File: config.mk
export PLATFORM = sky130hd
export DESIGN_NAME = seq_div_16_bit_flat
export DESIGN_NICKNAME = d
export VERILOG_FILES = /design/src/rtl/seq_div_16_bit_pkg.sv /design/src/rtl/seq_div_16_bit_if.sv /design/src/rtl/seq_div_16_bit_sub.sv /design/src/rtl/seq_div_16_bit.sv /design/src/flat_wrapper.sv
export SDC_FILE = /design/constraint.sdc
export NUM_CORES = 1
export LEC_CHECK = 0
export CORE_ASPECT_RATIO = 1.4
export CORE_MARGIN = 8
export CORE_UTILIZATION = 40
export CTS_CLUSTER_DIAMETER = 80
export DETAILED_ROUTE_END_ITERATION = 10
export MAX_ROUTING_LAYER = met4
export PLACE_DENSITY_LB_ADDON = 0.3
export SYNTH_ARGS = -nofsm -noshare
export SYNTH_HDL_FRONTEND = slang
export SYNTH_SLANG_ARGS = --single-unit
export TNS_END_PERCENT = 5
File: constraint.sdc
create_clock -name clk -period 2.9 [get_ports clk]
set_input_delay 0.29 -clock clk [delete_from_list [all_inputs] [get_ports clk]]
set_output_delay 0.29 -clock clk [all_outputs]
set_load 0.05 [all_outputs]
File: src/rtl/seq_div_16_bit_pkg.sv
// Shared definitions for the sequential restoring divider.
//   state_t            : FSM state encoding (IDLE, RUN, FIN)
//   DIV_WIDTH_DEFAULT  : default operand/result width
//   DBZ_QUOTIENT       : all-ones quotient reported on divide-by-zero.
//                        It is wide enough to be sliced down to any supported width.
package seq_div_16_bit_pkg;

  typedef enum logic [1:0] {
    IDLE = 2'b00,
    RUN  = 2'b01,
    FIN  = 2'b10
  } state_t;

  localparam int DIV_WIDTH_DEFAULT = 16;

  localparam logic [63:0] DBZ_QUOTIENT = '1;

endpackage

File: src/rtl/seq_div_16_bit_if.sv
// Control-unit <-> divider handshake bundle.
//   start, dividend, divisor : request side (driven by the control unit)
//   busy, done               : progress/completion status
//   quotient, remainder      : results, held until the next operation finishes
//   div_by_zero              : set with done when the divisor was zero
// Modports:
//   master : the control unit issuing divides
//   slave  : the divider
interface seq_div_16_bit_if
  import seq_div_16_bit_pkg::*;
#(
  parameter int WIDTH = DIV_WIDTH_DEFAULT
);

  logic             start;
  logic [WIDTH-1:0] dividend;
  logic [WIDTH-1:0] divisor;
  logic             busy;
  logic             done;
  logic [WIDTH-1:0] quotient;
  logic [WIDTH-1:0] remainder;
  logic             div_by_zero;

  modport master (
    output start, dividend, divisor,
    input  busy, done, quotient, remainder, div_by_zero
  );

  modport slave (
    input  start, dividend, divisor,
    output busy, done, quotient, remainder, div_by_zero
  );

endinterface

File: src/rtl/seq_div_16_bit_sub.sv
// sub_16_bit: combinational (WIDTH+1)-bit subtractor, diff = a - b.
// Implemented as a + ~b + 1; the carry out of the top bit is 1 exactly
// when a >= b, so it is exported directly as no_borrow.
//   a, b      : WIDTH+1-bit unsigned operands
//   diff      : a - b modulo 2**(WIDTH+1)
//   no_borrow : 1 when a >= b
module sub_16_bit
  import seq_div_16_bit_pkg::*;
#(
  parameter int WIDTH = DIV_WIDTH_DEFAULT
)
(
  input  logic [WIDTH:0] a,
  input  logic [WIDTH:0] b,
  output logic [WIDTH:0] diff,
  output logic           no_borrow
);

  logic [WIDTH+1:0] sum;

  assign sum       = {1'b0, a} + {1'b0, ~b} + (WIDTH+2)'(1);
  assign diff      = sum[WIDTH:0];
  assign no_borrow = sum[WIDTH+1];

endmodule

File: src/rtl/seq_div_16_bit.sv
// seq_div_16_bit: multi-cycle unsigned restoring divider, one quotient bit
// per clock. A division takes WIDTH RUN cycles plus one FIN cycle; a zero
// divisor skips RUN and reports quotient = all ones, remainder = dividend.
// Ports:
//   clk   : system clock, rising edge
//   rst_n : synchronous active-low reset, aborts any operation in flight
//   bus   : slave side of seq_div_16_bit_if (start/busy/done handshake,
//           operands, quotient/remainder/div_by_zero results)
module seq_div_16_bit
  import seq_div_16_bit_pkg::*;
#(
  parameter int WIDTH = DIV_WIDTH_DEFAULT
)
(
  input  logic            clk,
  input  logic            rst_n,
  seq_div_16_bit_if.slave bus
);

  localparam int CNT_W = $clog2(WIDTH + 1);

  state_t             state;
  logic [WIDTH:0]     r_reg;
  logic [WIDTH-1:0]   q_reg;
  logic [WIDTH-1:0]   dvs_reg;
  logic [CNT_W-1:0]   count;
  logic               dbz_reg;

  logic               busy_r;
  logic               done_r;
  logic [WIDTH-1:0]   quot_r;
  logic [WIDTH-1:0]   rem_r;
  logic               dbz_r;

  logic [WIDTH:0]     r_shift;
  logic [WIDTH:0]     trial;
  logic               sub_nb;
  logic               take;
  logic               accept;

  // Shift {R,Q} left by one: the top quotient bit moves into R.
  assign r_shift = {r_reg[WIDTH-1:0], q_reg[WIDTH-1]};

  sub_16_bit #(.WIDTH(WIDTH)) u_sub (
    .a         (r_shift),
    .b         ({1'b0, dvs_reg}),
    .diff      (trial),
    .no_borrow (sub_nb)
  );

  // A set bit shifted out of R means the shifted value exceeds any divisor,
  // so the subtraction always succeeds; the modulo difference is still exact.
  assign take = sub_nb | r_reg[WIDTH];

  // busy is low in IDLE and FIN, so a start is accepted in either state.
  assign accept = bus.start && ((state == IDLE) || (state == FIN));

  always_ff @(posedge clk) begin
    if (!rst_n) begin
      state   <= IDLE;
      r_reg   <= '0;
      q_reg   <= '0;
      dvs_reg <= '0;
      count   <= '0;
      dbz_reg <= 1'b0;
      busy_r  <= 1'b0;
      done_r  <= 1'b0;
      quot_r  <= '0;
      rem_r   <= '0;
      dbz_r   <= 1'b0;
    end else begin
      done_r <= 1'b0;

      case (state)
        IDLE: ;

        RUN: begin
          r_reg <= take ? trial : r_shift;
          q_reg <= {q_reg[WIDTH-2:0], take};
          count <= count - CNT_W'(1);
          if (count == CNT_W'(1)) begin
            state  <= FIN;
            busy_r <= 1'b0;
          end
        end

        FIN: begin
          done_r <= 1'b1;
          quot_r <= q_reg;
          rem_r  <= r_reg[WIDTH-1:0];
          dbz_r  <= dbz_reg;
          state  <= IDLE;
        end

        default: state <= IDLE;
      endcase

      // A start accepted in FIN overrides the return to IDLE; the results
      // above still latch the finishing operation's old register values.
      if (accept) begin
        dvs_reg <= bus.divisor;
        count   <= CNT_W'(WIDTH);
        if (bus.divisor != '0) begin
          r_reg   <= '0;
          q_reg   <= bus.dividend;
          dbz_reg <= 1'b0;
          busy_r  <= 1'b1;
          state   <= RUN;
        end else begin
          r_reg   <= {1'b0, bus.dividend};
          q_reg   <= DBZ_QUOTIENT[WIDTH-1:0];
          dbz_reg <= 1'b1;
          state   <= FIN;
        end
      end
    end
  end

  assign bus.busy        = busy_r;
  assign bus.done        = done_r;
  assign bus.quotient    = quot_r;
  assign bus.remainder   = rem_r;
  assign bus.div_by_zero = dbz_r;

endmodule

File: src/flat_wrapper.sv
// flat-port wrapper written by rule: the top's interface ports become plain ports
module seq_div_16_bit_flat import seq_div_16_bit_pkg::*;
#(
  parameter int WIDTH = DIV_WIDTH_DEFAULT
)
  (clk, rst_n, bus_start, bus_dividend, bus_divisor, bus_busy, bus_done, bus_quotient, bus_remainder, bus_div_by_zero);
  seq_div_16_bit_if #(.WIDTH(WIDTH)) bus_i ();
  input  logic clk;
  input  logic rst_n;
  input wire logic [$bits(bus_i.start)-1:0] bus_start;
  input wire logic [$bits(bus_i.dividend)-1:0] bus_dividend;
  input wire logic [$bits(bus_i.divisor)-1:0] bus_divisor;
  output wire logic [$bits(bus_i.busy)-1:0] bus_busy;
  output wire logic [$bits(bus_i.done)-1:0] bus_done;
  output wire logic [$bits(bus_i.quotient)-1:0] bus_quotient;
  output wire logic [$bits(bus_i.remainder)-1:0] bus_remainder;
  output wire logic [$bits(bus_i.div_by_zero)-1:0] bus_div_by_zero;
  assign bus_i.start = bus_start;
  assign bus_i.dividend = bus_dividend;
  assign bus_i.divisor = bus_divisor;
  assign bus_busy = bus_i.busy;
  assign bus_done = bus_i.done;
  assign bus_quotient = bus_i.quotient;
  assign bus_remainder = bus_i.remainder;
  assign bus_div_by_zero = bus_i.div_by_zero;
  seq_div_16_bit #(.WIDTH(WIDTH)) u_core (.clk(clk), .rst_n(rst_n), .bus(bus_i));
endmodule
==> results of run 1 <==
## area by class of cell
type                       count  area (µm²)
fill                        1079        5520
multi-input combinational    426        2590
sequential                    92        1840
timing repair buffer          85         806
clock buffer                   9         225
tap                          144         180
clock inverter                 7        97.6
inverter                      22        82.6
## path summary, 6_finish.rpt
| kind | from | end | slack (ps) | depth (start not counted) |
|---|---|---|---|---|
| worst max-delay path | u_core.r_reg[1] | u_core.r_reg[1] | 300 | 9 |
| worst min-delay path | rst_n | u_core.bus.div_by_zero | 430 | 2 |
| worst max register to register | u_core.r_reg[1] | u_core.r_reg[1] | 300 | 9 |
| worst min register to register | u_core.bus.quotient[4] | u_core.bus.quotient[4] | 460 | 2 |
## worst register-to-register path, delay by kind of cell, from the launching register on
family	cells	cell delay [ps]
AOI/OAI and AO/OA	6	1090
muxes	1	390
DFF	1	380
adders and majority gates	1	370
buffers and inverters	1	300
## per-stage QoR
step | total power, mW | utilization
floorplan | 2.14 | -
detailed placement | 2.41 | 0.485
global placement | 2.39 | 0.485
global route | 3.84 | 0.514
finish | 3.67 | 0.514
CTS | 3.69 | 0.514
## report_power, final
| part | switching [mW] | internal [mW] | total (mW) |
|---|---|---|---|
| clock network | 0.518 | 0.760 | 1.28 |
| registers | 0.0775 | 1.34 | 1.42 |
| logic | 0.553 | 0.422 | 0.974 |
| total | 1.15 | 2.52 | 3.67 |
## logic make-up after synthesis
logic type      Yosys count
xor+xnor                 17
flops                    92
fa+ha+maj                19
compound gates          172
simple gates            206
mux                      12
buf+inv                  59
## synthesized netlist by cell type (all sizes together) (4+ instances only)
cell type,n
a21boi,64
o211ai,4
nor2b,8
mux2i,11
xor2,8
nand2b,8
o21a,5
ha,18
nor3,4
o221ai,15
o21ai,35
xnor2,9
buf,4
nand2,149
nand3,5
dfxtp,92
a21oi,23
inv,22
a22o,8
clkbuf,33
nor2,16
nor4,5
a211oi,4
## per-layer routing
layer	wire length, µm	GRT usage
met4	269	0.0669
met1	5440	0.199
met2	6470	0.302
met3	708	0.0314
met5	0	-
==> impl_metrics.yaml, run 1 <==
run_status:
  outcome: "finished clean"
yosys:
  yosysWarnings: 0
  syn_area_um2: 4660
  synthAdderAreaFrac: 0.0527
  synthFlopType: "dfxtp_1"
  seq_area_frac_synth: 0.395
  synth.top_cell.area_share: 0.395
  synthArstFlopShare: 0
  postSynthAreaPerCell_um2: 8.07
  yosysTopAreaCell: "dfxtp_1"
  synth_top_family_by_area: "compound AO/OA/AOI/OAI gates"
  synthDistinctLibCells: 44
  synth.area.top_cells: "dfxtp_1 (40%), nand2_1 (12%), a21boi_0 (10%), ha_1 (4.8%), o21ai_0 (3.5%)"
  synth_compound_area_frac: 0.257
  synth_edf_count: 0
  synth_nets: 631
  synth_xor_xnor_area_share: 0.0320
  synthMuxAreaShare: 0.0261
  ys_seq_elements: 92
  syn-instance-count: 577
  synthSimpleGateAreaFrac: 0.188
floorplanning:
  die_h_um: 144
  start_util: 0.411
  die_w_um: 107
  ios: 70
  core_um2: 11300
  fp-row-count: 46
  dieArea_um2: 15400
clock_tree:
  cts_buffer_depth: 2
  ctsHoldBuffers: 0
  cts_made_buffers: 9
  path_clk_slew_ps: 70
  cts-root-buf: "clkbuf_16"
  cts.repair.resized: 0
  cts_tree: "built"
  clkSinkCount: 92
  postCtsSetupBuffers: 0
  htreeDepth: 3
  clkLatencyLatePin_ps: 350
sta:
  worstMarginPinSlew_ps: 661
  setup_violations: 0
  slew_viol_final: 0
  final_hold_viol_count: 0
  setup_ws_ps: 301
  fin_crit_sh: 0.896
  rsz0062_at_grt: "no"
  fin_skew_ps: 9.35
  max_freq_mhz: 385
  slew-limit-headroom: 0.558
  hold_slack_ps: 433
  post-route-min-period_ps: 2600
  fin_tns_setup_ps: 0
routing:
  firstDrtPassIters: 4
  wl_per_cell_um: 16.4
  ant_nets: 0
  routed_wl_um: 12900
  vias_per_cell: 5.37
  drt_iter0_drc: 245
  vias: 4217
  drc: 0
global_route:
  antenna_found_initial: 0
  grt_overflow: 0
  grt_pass1_wl_um: 21000
  grt_pass1_vias: 4143
  track_usage: 0.176
  grt_max_degree: 37
layout:
  largest_reg_flops: 17
  fin_nets: 690
  fin_cells: 785
  final_cell_mix: "nand2_1 (149), dfxtp_1 (92), clkdlybuf4s50_1 (68)"
  antenna_cells: 0
  final_cell_area_um2: 5820
  drive_gt1_frac: 0.0624
  final_common_cell: "nand2_1"
  area_delta_synth_final_pct: 25.0
worst_setup_path:
  crit_fanout: 21
  worstSetupPathType: "flip-flop to flip-flop"
  cp_num_buf_inv: 1
  end_kind: "flip-flop"
  crit_required_ps: 3170
  worstPathArrival_ps: 2870
  cp_slowest_cell: "dfxtp_1"
  cp-start-kind: "flip-flop"
  critPathTopFamily: "compound AO/OA/AOI/OAI gates"
  cpPeakStageDelay_ps: 380
  cp_cell_sequence: "ha_1, o21ai_0, a21oi_1, o21ai_2, o21ai_2, a2111o_1, buf_4, mux2_2, o21ai_0"
placed_design:
  place_hpwl_um: 9510
  dpl.cell_count: 769
  gp_congestion: 0.855
  place_ws_ps: 344
  placed_cell_area_um2: 5500
  io_buffers: 69
job:
  drv_cap: 0
min_path:
  min_path_type: "input pin to flip-flop"
pwr:
  power_density_nw_per_um2: 630
  ir_worst_vdd_mv: 0.317
  power.leakage_nw: 2.12
(Power assumes the default switching activity.)
==> run 2: changes to the inputs <==
--- a/config.mk
+++ b/config.mk
@@ -12,3 +12,2 @@
 export DETAILED_ROUTE_END_ITERATION = 10
-export MAX_ROUTING_LAYER = met4
 export PLACE_DENSITY_LB_ADDON = 0.3
==> constraint.sdc (replaced) <==
create_clock -name clk -period 2.9 [get_ports clk]
set_input_delay 0.87 -clock clk [delete_from_list [all_inputs] [get_ports clk]]
set_output_delay 0.87 -clock clk [all_outputs]
set_load 0.05 [all_outputs]
==> run 2 against run 1 <==
Critical path depth is the same; register-to-register slack is essentially flat; global-route usage shrank 0.23 points; first-iteration DRC count shrank 9.0%; clock skew shrank 2.2 ps; critical path type unchanged; final cell count grew 0.64%; sequential power is essentially flat.
==> impl_metrics.yaml, run 2 (synthesis results as in run 1) <==
sta:
  setup_ws_ps: 297
  post-route-min-period_ps: 2600
  fin_skew_ps: 7.19
  worstMarginPinSlew_ps: 1120
  slew-limit-headroom: 0.251
  fin_crit_sh: 0.897
  setup_violations: 0
  rsz0062_at_grt: "no"
  max_freq_mhz: 384
  fin_tns_setup_ps: 0
  final_hold_viol_count: 0
  slew_viol_final: 0
pwr:
  seq_power_share: 0.365
  power.leakage_nw: 2.18
  power_mw: 3.88
  power.share.clock: 0.374
  switchingPower_mw: 1.15
  power_density_nw_per_um2: 655
  p_int_mw: 2.73
  comb_power_share: 0.261
  switching_share: 0.297
  ir_worst_vdd_mv: 0.388
floorplanning:
  die_h_um: 144
  start_util: 0.411
  dieArea_um2: 15400
  fp-row-count: 46
  die_w_um: 107
  ios: 70
  core_um2: 11300
worst_setup_path:
  end_kind: "flip-flop"
  worstSetupPathType: "flip-flop to flip-flop"
  crit_required_ps: 3160
  cp-start-kind: "flip-flop"
  critPathTopFamily: "compound AO/OA/AOI/OAI gates"
  cp_slowest_cell: "a2111o_1"
  r2r-end: "u_core.r_reg[1]"
  reg2regPathDepth: 9
  cp_num_buf_inv: 2
  worstPathArrival_ps: 2860
  reg2reg_from: "u_core.dvs_reg[6]"
  cpPeakStageDelay_ps: 460
  reg2reg_setup_slack_ps: 300
  crit_fanout: 21
  cp_cell_sequence: "inv_1, ha_1, a2111o_1, o21ai_2, o21ai_2, a2111o_1, buf_12, mux2_2, o21ai_0"
placed_design:
  placed_cell_area_um2: 5560
  place_ws_ps: -1.09
  place_hpwl_um: 9810
  io_buffers: 69
  gp_congestion: 0.903
global_route:
  grt_overflow: 0
  grt_pass1_vias: 4153
  track_usage: 0.174
  grt_pass1_wl_um: 21100
  antenna_found_initial: 0
  grt_max_degree: 50
layout:
  area_delta_synth_final_pct: 27.4
  largest_reg_flops: 17
  final_cell_area_um2: 5930
  final_cell_mix: "nand2_1 (149), dfxtp_1 (92), clkdlybuf4s50_1 (68)"
  fin_nets: 695
  antenna_cells: 0
  drive_gt1_frac: 0.0697
  final_common_cell: "nand2_1"
routing:
  ant_nets: 0
  routed_wl_um: 13100
  wl_per_cell_um: 16.6
  vias: 4222
  vias_per_cell: 5.34
  drc: 0
  firstDrtPassIters: 5
  drt_iter0_drc: 223
clock_tree:
  postCtsSetupBuffers: 0
  ctsHoldBuffers: 0
  cts.repair.resized: 0
  cts_tree: "built"
  path_clk_slew_ps: 70
  cts_made_buffers: 9
  htreeDepth: 3
  cts_buffer_depth: 2
  clkSinkCount: 92
  clkLatencyLatePin_ps: 340
  cts-root-buf: "clkbuf_16"
run_status:
  outcome: "finished clean"
min_path:
  min_to: "u_core.bus.quotient[1]"
  min_path_cells: 2
  hold_start: "u_core.bus.quotient[1]"
  min_path_type: "flip-flop to flip-flop"
job:
  drv_cap: 0
==> run 2: changes by cell type in the layout (fill, tap and decap cells not counted), sizes merged <==
cell / before / now
clkinv: 1 / 0
bufinv: 2 / 4
clkinvlp: 2 / 1
buf: 17 / 22
==> run 2: through the flow <==
step / std cells / hold slack, ps / utilization
after floorplan: 577 / 441 / -
after global placement: 774 / 450 / 0.491
after detailed placement: 774 / 456 / 0.491
after CTS: 790 / 465 / 0.523
after global routing: 790 / 486 / 0.523
final: 790 / 460 / 0.523
==> run 2: area by class of cell <==
type | count | area, µm²
fillers | 1089 | 5410
multi-input cells | 426 | 2590
flip-flops and latches | 92 | 1840
repair buffers | 90 | 868
clock buffers | 9 | 225
well taps | 144 | 180
clock inverters | 7 | 145
inverters | 22 | 82.6
==> run 2: power by group through the flow <==
| stage | clock network (mW) | registers (mW) | logic (mW) |
|---|---|---|---|
| 3_5_place_dp | 0 | 1.44 | 1.01 |
| 3_3_place_gp | 0 | 1.44 | 0.990 |
| 5_1_grt | 1.53 | 1.42 | 1.11 |
| 4_1_cts | 1.48 | 1.42 | 1.01 |
| 6_report | 1.45 | 1.42 | 1.01 |
| 2_1_floorplan | 0 | 1.44 | 0.699 |
==> run 2: worst max-delay path by stage <==
stage                       from               end  slack (ps)  cells past startpoint
2_1_floorplan  u_core.dvs_reg[6]   u_core.r_reg[0]         520                      9
3_3_place_gp           bus_start  u_core.q_reg[11]          30                      6
3_5_place_dp           bus_start   u_core.q_reg[7]          -1                      6
4_1_cts        u_core.dvs_reg[6]   u_core.r_reg[1]         270                      9
5_1_grt                bus_start   u_core.q_reg[7]         160                      6
6_report       u_core.dvs_reg[6]   u_core.r_reg[1]         300                      9
==> run 2: metal layers <==
layer	global-route usage	wire length [µm]	up-vias
li1	-	-	2117
met1	0.201	5440	1944
met2	0.288	6320	130
met3	0.0377	749	31
met4	0.103	585	0
met5	0	0	-
==> run 2: tightest hold or removal path: cells and delay by family, from the launching register on <==
kind,cells,cell delay [ps]
DFF,1,310
AOI/OAI and AO/OA,1,60
and+or+nand+nor,1,40
